[src/rtl/touch_point_qualifier.sv]
// touch_point_qualifier
//   Debounces touch press/release from the capacitive sample reader, clamps each
//   coordinate to the active area and box-averages it over 2**AVG_LOG2 samples.
//   While not pressed the output word is parked at {IDLE_X, IDLE_Y}.
//
// Ports
//   clk           system clock
//   reset         synchronous, active-high reset
//   tp_valid      1-cycle strobe: new sample on tp_touch/tp_x/tp_y
//   tp_touch      sample carries a touch point (only meaningful with tp_valid)
//   tp_x, tp_y    raw 16-bit coordinates
//   data_out      {x_avg[15:0], y_avg[15:0]} to the region decoder
//   pressed       high in HELD and REL_QUAL
//   press_pulse   1-cycle pulse on entry to HELD from IDLE/PRESS_QUAL
//   release_pulse 1-cycle pulse on qualified release or timeout from HELD/REL_QUAL
module touch_point_qualifier #(
    parameter int unsigned H_ACT       = 1024,
    parameter int unsigned V_ACT       = 600,
    parameter int unsigned PRESS_N     = 3,
    parameter int unsigned RELEASE_N   = 2,
    parameter int unsigned AVG_LOG2    = 2,
    parameter int unsigned TIMEOUT_CYC = 500000,
    parameter int unsigned IDLE_X      = 0,
    parameter int unsigned IDLE_Y      = 0
) (
    input  logic        clk,
    input  logic        reset,
    input  logic        tp_valid,
    input  logic        tp_touch,
    input  logic [15:0] tp_x,
    input  logic [15:0] tp_y,
    output logic [31:0] data_out,
    output logic        pressed,
    output logic        press_pulse,
    output logic        release_pulse
);

    localparam int unsigned WIN    = 1 << AVG_LOG2;
    localparam int unsigned ACC_W  = 16 + AVG_LOG2;
    localparam int unsigned TMO_W  = $clog2(TIMEOUT_CYC + 1);

    localparam logic [15:0]      X_MAX     = 16'(H_ACT - 1);
    localparam logic [15:0]      Y_MAX     = 16'(V_ACT - 1);
    localparam logic [3:0]       PRESS_W   = 4'(PRESS_N);
    localparam logic [3:0]       RELEASE_W = 4'(RELEASE_N);
    localparam logic [TMO_W-1:0] TMO_MAX   = TMO_W'(TIMEOUT_CYC);
    localparam logic [TMO_W-1:0] TMO_LAST  = TMO_W'(TIMEOUT_CYC - 1);
    localparam logic [31:0]      IDLE_WORD = {16'(IDLE_X), 16'(IDLE_Y)};

    typedef enum logic [1:0] {
        IDLE,
        PRESS_QUAL,
        HELD,
        REL_QUAL
    } state_t;

    state_t           state, state_n;
    logic [3:0]       qual_cnt, qual_cnt_n;
    logic [TMO_W-1:0] tmo_cnt, tmo_cnt_n;
    logic [15:0]      win_x [WIN];
    logic [15:0]      win_y [WIN];
    logic [15:0]      win_x_n [WIN];
    logic [15:0]      win_y_n [WIN];
    logic [15:0]      cx, cy;
    logic             touched, untouched, timeout_hit;
    logic             shift_in, flush;
    logic [ACC_W-1:0] sum_x, sum_y;
    logic [15:0]      x_avg, y_avg;
    logic             pressed_n;

    assign cx = (tp_x > X_MAX) ? X_MAX : tp_x;
    assign cy = (tp_y > Y_MAX) ? Y_MAX : tp_y;

    assign touched     = tp_valid &  tp_touch;
    assign untouched   = tp_valid & ~tp_touch;
    // A sample arriving on the would-be timeout cycle wins over the timeout.
    assign timeout_hit = ~tp_valid & (tmo_cnt == TMO_LAST);

    always_comb begin
        tmo_cnt_n = tmo_cnt;
        if (tp_valid) begin
            tmo_cnt_n = '0;
        end else if (tmo_cnt != TMO_MAX) begin
            tmo_cnt_n = tmo_cnt + 1'b1;
        end
    end

    always_comb begin
        state_n    = state;
        qual_cnt_n = qual_cnt;
        shift_in   = 1'b0;
        flush      = 1'b0;
        unique case (state)
            IDLE: begin
                if (touched) begin
                    flush = 1'b1;
                    if (PRESS_N == 1) begin
                        state_n    = HELD;
                        qual_cnt_n = '0;
                    end else begin
                        state_n    = PRESS_QUAL;
                        qual_cnt_n = 4'd1;
                    end
                end
            end
            PRESS_QUAL: begin
                if (touched) begin
                    shift_in = 1'b1;
                    if (qual_cnt + 4'd1 == PRESS_W) begin
                        state_n    = HELD;
                        qual_cnt_n = '0;
                    end else begin
                        qual_cnt_n = qual_cnt + 4'd1;
                    end
                end else if (untouched || timeout_hit) begin
                    state_n    = IDLE;
                    qual_cnt_n = '0;
                end
            end
            HELD: begin
                if (touched) begin
                    shift_in = 1'b1;
                end else if (untouched) begin
                    if (RELEASE_N == 1) begin
                        state_n    = IDLE;
                        qual_cnt_n = '0;
                    end else begin
                        state_n    = REL_QUAL;
                        qual_cnt_n = 4'd1;
                    end
                end else if (timeout_hit) begin
                    state_n    = IDLE;
                    qual_cnt_n = '0;
                end
            end
            REL_QUAL: begin
                if (touched) begin
                    shift_in   = 1'b1;
                    state_n    = HELD;
                    qual_cnt_n = '0;
                end else if (untouched) begin
                    if (qual_cnt + 4'd1 == RELEASE_W) begin
                        state_n    = IDLE;
                        qual_cnt_n = '0;
                    end else begin
                        qual_cnt_n = qual_cnt + 4'd1;
                    end
                end else if (timeout_hit) begin
                    state_n    = IDLE;
                    qual_cnt_n = '0;
                end
            end
            default: begin
                state_n    = IDLE;
                qual_cnt_n = '0;
            end
        endcase
    end

    always_comb begin
        for (int unsigned i = 0; i < WIN; i++) begin
            win_x_n[i] = win_x[i];
            win_y_n[i] = win_y[i];
        end
        if (flush) begin
            for (int unsigned i = 0; i < WIN; i++) begin
                win_x_n[i] = cx;
                win_y_n[i] = cy;
            end
        end else if (shift_in) begin
            win_x_n[0] = cx;
            win_y_n[0] = cy;
            for (int unsigned i = 1; i < WIN; i++) begin
                win_x_n[i] = win_x[i-1];
                win_y_n[i] = win_y[i-1];
            end
        end
    end

    // Average the next-cycle window so the registered output reflects the
    // qualifying sample exactly one clock later.
    always_comb begin
        sum_x = '0;
        sum_y = '0;
        for (int unsigned i = 0; i < WIN; i++) begin
            sum_x = sum_x + ACC_W'(win_x_n[i]);
            sum_y = sum_y + ACC_W'(win_y_n[i]);
        end
        x_avg = 16'(sum_x >> AVG_LOG2);
        y_avg = 16'(sum_y >> AVG_LOG2);
    end

    assign pressed_n = (state_n == HELD) || (state_n == REL_QUAL);

    always_ff @(posedge clk) begin
        if (reset) begin
            state         <= IDLE;
            qual_cnt      <= '0;
            tmo_cnt       <= '0;
            for (int unsigned i = 0; i < WIN; i++) begin
                win_x[i] <= '0;
                win_y[i] <= '0;
            end
            data_out      <= IDLE_WORD;
            pressed       <= 1'b0;
            press_pulse   <= 1'b0;
            release_pulse <= 1'b0;
        end else begin
            state         <= state_n;
            qual_cnt      <= qual_cnt_n;
            tmo_cnt       <= tmo_cnt_n;
            for (int unsigned i = 0; i < WIN; i++) begin
                win_x[i] <= win_x_n[i];
                win_y[i] <= win_y_n[i];
            end
            data_out      <= pressed_n ? {x_avg, y_avg} : IDLE_WORD;
            pressed       <= pressed_n;
            press_pulse   <= (state_n == HELD) &&
                             ((state == IDLE) || (state == PRESS_QUAL));
            release_pulse <= (state_n == IDLE) &&
                             ((state == HELD) || (state == REL_QUAL));
        end
    end

endmodule
[config.mk]
export PLATFORM = sky130hd
export DESIGN_NAME = touch_point_qualifier
export DESIGN_NICKNAME = d
export VERILOG_FILES = /design/src/rtl/touch_point_qualifier.sv
export SDC_FILE = /design/constraint.sdc
export NUM_CORES = 1
export LEC_CHECK = 0
export CAP_MARGIN = 10
export CORE_MARGIN = 3
export CORE_UTILIZATION = 50
export CTS_BUF_LIST = sky130_fd_sc_hd__clkbuf_4 sky130_fd_sc_hd__clkbuf_8
export DETAILED_ROUTE_END_ITERATION = 10
export PLACE_DENSITY = 0.73
export SYNTH_ARGS = -nofsm -noshare
export SYNTH_HDL_FRONTEND = slang
export SYNTH_SLANG_ARGS = --single-unit
[constraint.sdc]
create_clock -name clk -period 5.55 [get_ports clk]
set_input_delay 0.555 -clock clk [delete_from_list [all_inputs] [get_ports clk]]
set_output_delay 0.555 -clock clk [all_outputs]
set_load 0.05 [all_outputs]
# [Word level (Yosys, flattened, before mapping)]
# Memory sizes are Yosys's and may differ from the RTL's.
# Index checks and enable logic that the tools add are counted.
[word_totals] output_inout_bits=35 regBits=60 memories=2 input_bits=36 ramBits=128 wordCells=99
[mem_list] memory="win_x" depth=4 word_bits=16 rd=4 rd_ports_with_merged_regs=0 wr=4 line="60" rtl="logic [15:0] win_x [WIN];"
[mem_list] memory="win_y" depth=4 word_bits=16 rd=4 rd_ports_with_merged_regs=0 wr=4 line="61" rtl="logic [15:0] win_y [WIN];"
[op_classes] n_mux=42 add_sub_neg=8 bitwise=14 n_eq_ne=12 order_cmp=2 n_reduce_logical=12
[ops] operator="2-to-1 mux 64 bit" count=4
[ops] operator="2-to-1 mux 16 bit" count=10
[ops] operator="2-to-1 mux 4 bit" count=10
[ops] operator="adder 17 x 16 -> 18 bit" count=2
[ops] operator="adder 18 x 16 -> 18 bit" count=2
[ops] operator="adder 16 x 16 -> 17 bit" count=2
[ops] operator="> comparator 16 x 10 -> 1 bit (second input constant)" count=2
[ops] operator="2-to-1 mux 2 bit" count=10
[ops] operator="adder 19 x 1 -> 19 bit (second input constant)" count=1
[ops] operator="equality test 19 bit (second input constant)" count=1
[ops] operator="!= test 19 bit (second input constant)" count=1
[ops] operator="case mux 4 bit (4 select lines)" count=1
[ops] operator="equality test 2 bit (second input constant)" count=4
[ops] operator="equality test 4 x 2 -> 1 bit (second input constant)" count=2
[ops] operator="OR 1 bit" count=8
[ops] operator="case mux 2 bit (4 select lines)" count=1
[ops] operator="2-to-1 mux 1 bit" count=6
[ops] operator="adder 4 x 1 -> 4 bit (second input constant)" count=1
[ops] operator="logical NOT 2 bit" count=2
[ops] operator="logical OR 1 bit" count=4
[ops] operator="!= test 2 bit (second input constant)" count=2
[ops] operator="OR reduction 2 bit" count=2
[ops] operator="bitwise AND 1 bit" count=3
[ops] operator="!= test 3 bit (second input constant)" count=1
[ops] operator="5 further kinds" count=8

# [Logic depth before layout (Yosys ltp)]
[depth] word_depth=10 mapped_depth=18 ltp_nobuf=17

# [Least setup slack after synthesis]
# Ideal clock, no wire load.
[synth_path] path_type="input -> register" from="input port tp_y[9]" to="register data_out[11]" arrival_ns=4.401 stages=16 required_ns=5.484 setup_ns=0.066 path_buffers=0 slack_ns=1.083 cell_sequence="a211oi_1 -> and2_1 -> nor2b_1 -> nor3_1 -> a221o_1 -> fa_1 -> inv_1 -> fa_1 -> inv_1 -> ha_1 -> o21a_1 -> a221o_1 -> a41o_2 -> a2111oi_4 -> a31oi_1 -> a21oi_2"
[synth_rtl] element="from (decl)" line="31" rtl="input logic [15:0] tp_y,"
[synth_rtl] element="to (signal assigned)" line="216" rtl="data_out <= pressed_n ? {x_avg, y_avg} : IDLE_WORD;"
[synth_rtl] element="to (decl)" line="32" rtl="output logic [31:0] data_out,"

==> flow_summary.yaml <==
status:
  status: "complete, no violations"
power_and_ir_drop:
  vdd_drop_max_mv: 0.178
  switching_power_mw: 1.05
  p_seq_share_pct: 42.3
  finalPower_mw: 3.32
  p_comb_share_pct: 27.9
  power.leakage_nw: 5.04
  clkPwrFrac_pct: 29.7
  power.internal_mw: 2.26
  pwr_density_cell_mw_per_mm2: 279
  power_switching_share_pct: 31.7
routing:
  finalWirelength_mm: 22.4
  drtPass1Iterations: 5
  vias_per_cell: 5.42
  ant_nets: 0
  vias: 8407
  wire_per_inst_um: 14.4
  drc_errors: 0
  drt_iter0_markers: 527
floorplanning:
  core_area_mm2: 0.0204
  dieArea_mm2: 0.0227
  die_h_um: 151
  io_pins: 71
  num_rows: 52
  die_x_um: 151
  start_util_pct: 51.3
cts:
  clockBufferDepth: 2
  cts_resized: 0
  cts_tree: "built"
  ctsHoldBuffers: 0
  cts_max_level: 4
  post-cts-setup-buffers: 0
  numClockSinks: 188
  root_buffer: "clkbuf_8"
  insertion_delay_ns: 0.47
  cts_inserted_buffers: 17
  path_clk_slew_ns: 0.09
synth:
  synth-seq-cells: 188
  synthCells: 1219
  avgSynthCellArea_um2: 8.57
  synth_edf_count: 0
  synth_ff_type: "dfxtp_1"
  ys_types: 68
  ys_seq_area_share_pct: 36.0
  syn_nets: 1354
  yosysWarnings: 0
  async_reset_ff_share_pct: 0
  synth.cell_area_mm2: 0.0105
grt:
  grt_pass1_wl_mm: 38.2
  grt_max_degree: 77
  grt_pass1_vias: 7995
  overflow: 0
  antenna_found_initial: 0
  grt.total_usage_pct: 20.6
setup_path:
  cp_max_fo: 17
  cp-start-kind: "input pin"
  path_common_cell: "o21ai_0"
  timing.rr.end: "data_out[29]"
  r2r_setup_slack_ns: 0.84
  slowest_delay_ns: 0.56
  endpoint_kind: "flop"
  critical_path.cell_chain: "clkdlybuf4s50_1 > nor4_1 > nand2_1 > buf_4 > or3_1 > o21ai_0 > o21ai_0 > fa_1 > inv_1 > fa_1 > inv_1 > ha_1 > a21oi_1 > o21ai_0 > a31oi_1 > o21ai_2 > a2111oi_0 > nor3_1"
  reg2regPathDepth: 18
  required_ns: 5.89
  r2r_start: "state[0]"
  worst_path_max_delay_cell: "fa_1"
  critPathCapture: "data_out[28]"
  worstSetupPathType: "input pin to flop"
  cp-startpoint: "tp_x[12]"
  cp.arrival_ns: 5.13
job:
  drv_cap: 0
sta:
  tns_ns: 0
  finalClockSkew_ns: 0.0143
  holdWs_ns: 0.468
  rsz0062_at_grt: "no"
  setup_viol: 0
  period_needed_ns: 4.79
  fin_crit_sh_pct: 86.3
  tightest_slew_ns: 0.759
  finalMaxSlewViolations: 0
  fmax_ghz: 0.209
  slew_headroom_pct: 49.3
  hold_violations: 0
layout:
  design_area_mm2: 0.0119
  num-nets-final: 1405
  drive_gt1_share_pct: 5.93
  utilization_pct: 58.5
  antenna_cells: 0
  layout_common_cells: "dfxtp_1, nor2_1, nand2_1, inv_1, and2_1"
  layout_commonest_cell: "dfxtp_1"
  area_growth_syn_to_layout_pct: 13.9
  fillers: 1826
placement:
  dpl-instance-area_mm2: 0.0115
  portBuffers: 70
  globalplace.congestion: 0.899
  dp_hpwl_mm: 16.1
hold_path:
  hp-class: "flop to flop"
## stage by stage
| stage | std cells | setup WS, ns |
|---|---|---|
| floorplan | 1219 | 1.08 |
| global placement | 1521 | 0.287 |
| detailed placement | 1521 | 0.295 |
| CTS | 1552 | 0.781 |
| global route | 1552 | 0.351 |
| finish | 1552 | 0.758 |
## layer usage
layer	vias to the layer above	GRT usage [%]	routed length, um
li1	4230	-	-
met1	3971	29.2	10900
met2	179	32.7	10100
met3	27	2.95	909
met4	0	6.48	417
met5	-	0	0
## power by group through the flow
stage                     Combinational (mW)  Clock, mW  Sequential, mW
after detailed placement               0.911          0            1.44
after global placement                 0.903          0            1.43
final                                  0.926      0.986            1.40
after CTS                              0.921       1.01            1.40
after global routing                    1.06       1.06            1.41
after floorplan                        0.709          0            1.43
## how the worst min path moves through the flow
stage	start	endpoint	slack [ns]	cells past startpoint
final	win_y[0][50]	win_y[0][50]	0.47	2
after global routing	win_x[0][51]	win_x[0][51]	0.49	2
after CTS	win_y[0][49]	win_y[0][49]	0.47	2
after detailed placement	win_y[0][49]	win_y[0][49]	0.46	2
after global placement	win_x[0][49]	win_x[0][49]	0.45	2
after floorplan	win_x[0][49]	win_x[0][49]	0.44	2
## state kept, by name (all words and copies together), names as in the netlist
signal         cells
release_pulse      1
pressed            1
qual_cnt           4
win_y             64
state              2
press_pulse        1
win_x             64
data_out          32
tmo_cnt           19
## synthesized netlist by cell type, types with 14 or more instances
library cell	number	share of area, %
nand2_1	108	3.9
a22oi_1	16	1.1
nor2_1	134	4.8
and3_1	20	1.2
o211ai_1	14	1.0
fa_1	64	12
nor3_1	27	1.3
clkbuf_1	46	1.7
a22o_1	21	1.8
xor2_1	14	1.2
xnor2_1	18	1.5
nand3_1	24	1.1
and2_1	76	4.5
or3_1	15	0.90
dfxtp_1	188	36
ha_1	35	4.2
o21ai_0	74	3.5
a31oi_1	23	1.4
inv_1	103	3.7
a21oi_1	64	3.1
## cell families after synthesis
family | synth area share (%)
buffers and inverters | 6.14
adders and majority gates | 16.4
muxes | 0.287
DFF | 36.0
and+or+nand+nor | 20.6
xor gates and xnor gates | 2.68
AOI/OAI and AO/OA | 17.8
## final cells by class
type	instances	area, um2	share of cell area [%]
clock buffer	18	241	2.03
inverter	103	387	3.25
clock inverter	13	188	1.58
multi-input combinational	865	6080	51.1
sequential	188	3760	31.6
timing repair buffer	95	908	7.63
tap	270	338	2.84
## worst max-delay path: cells and delay by family
family                     cells  cell delay [ns]
and+or+nand+nor                4             0.94
adders and majority gates      3             1.37
buffers and inverters          4             0.69
AOI/OAI and AO/OA              7             1.56
(Power assumes the default switching activity.)
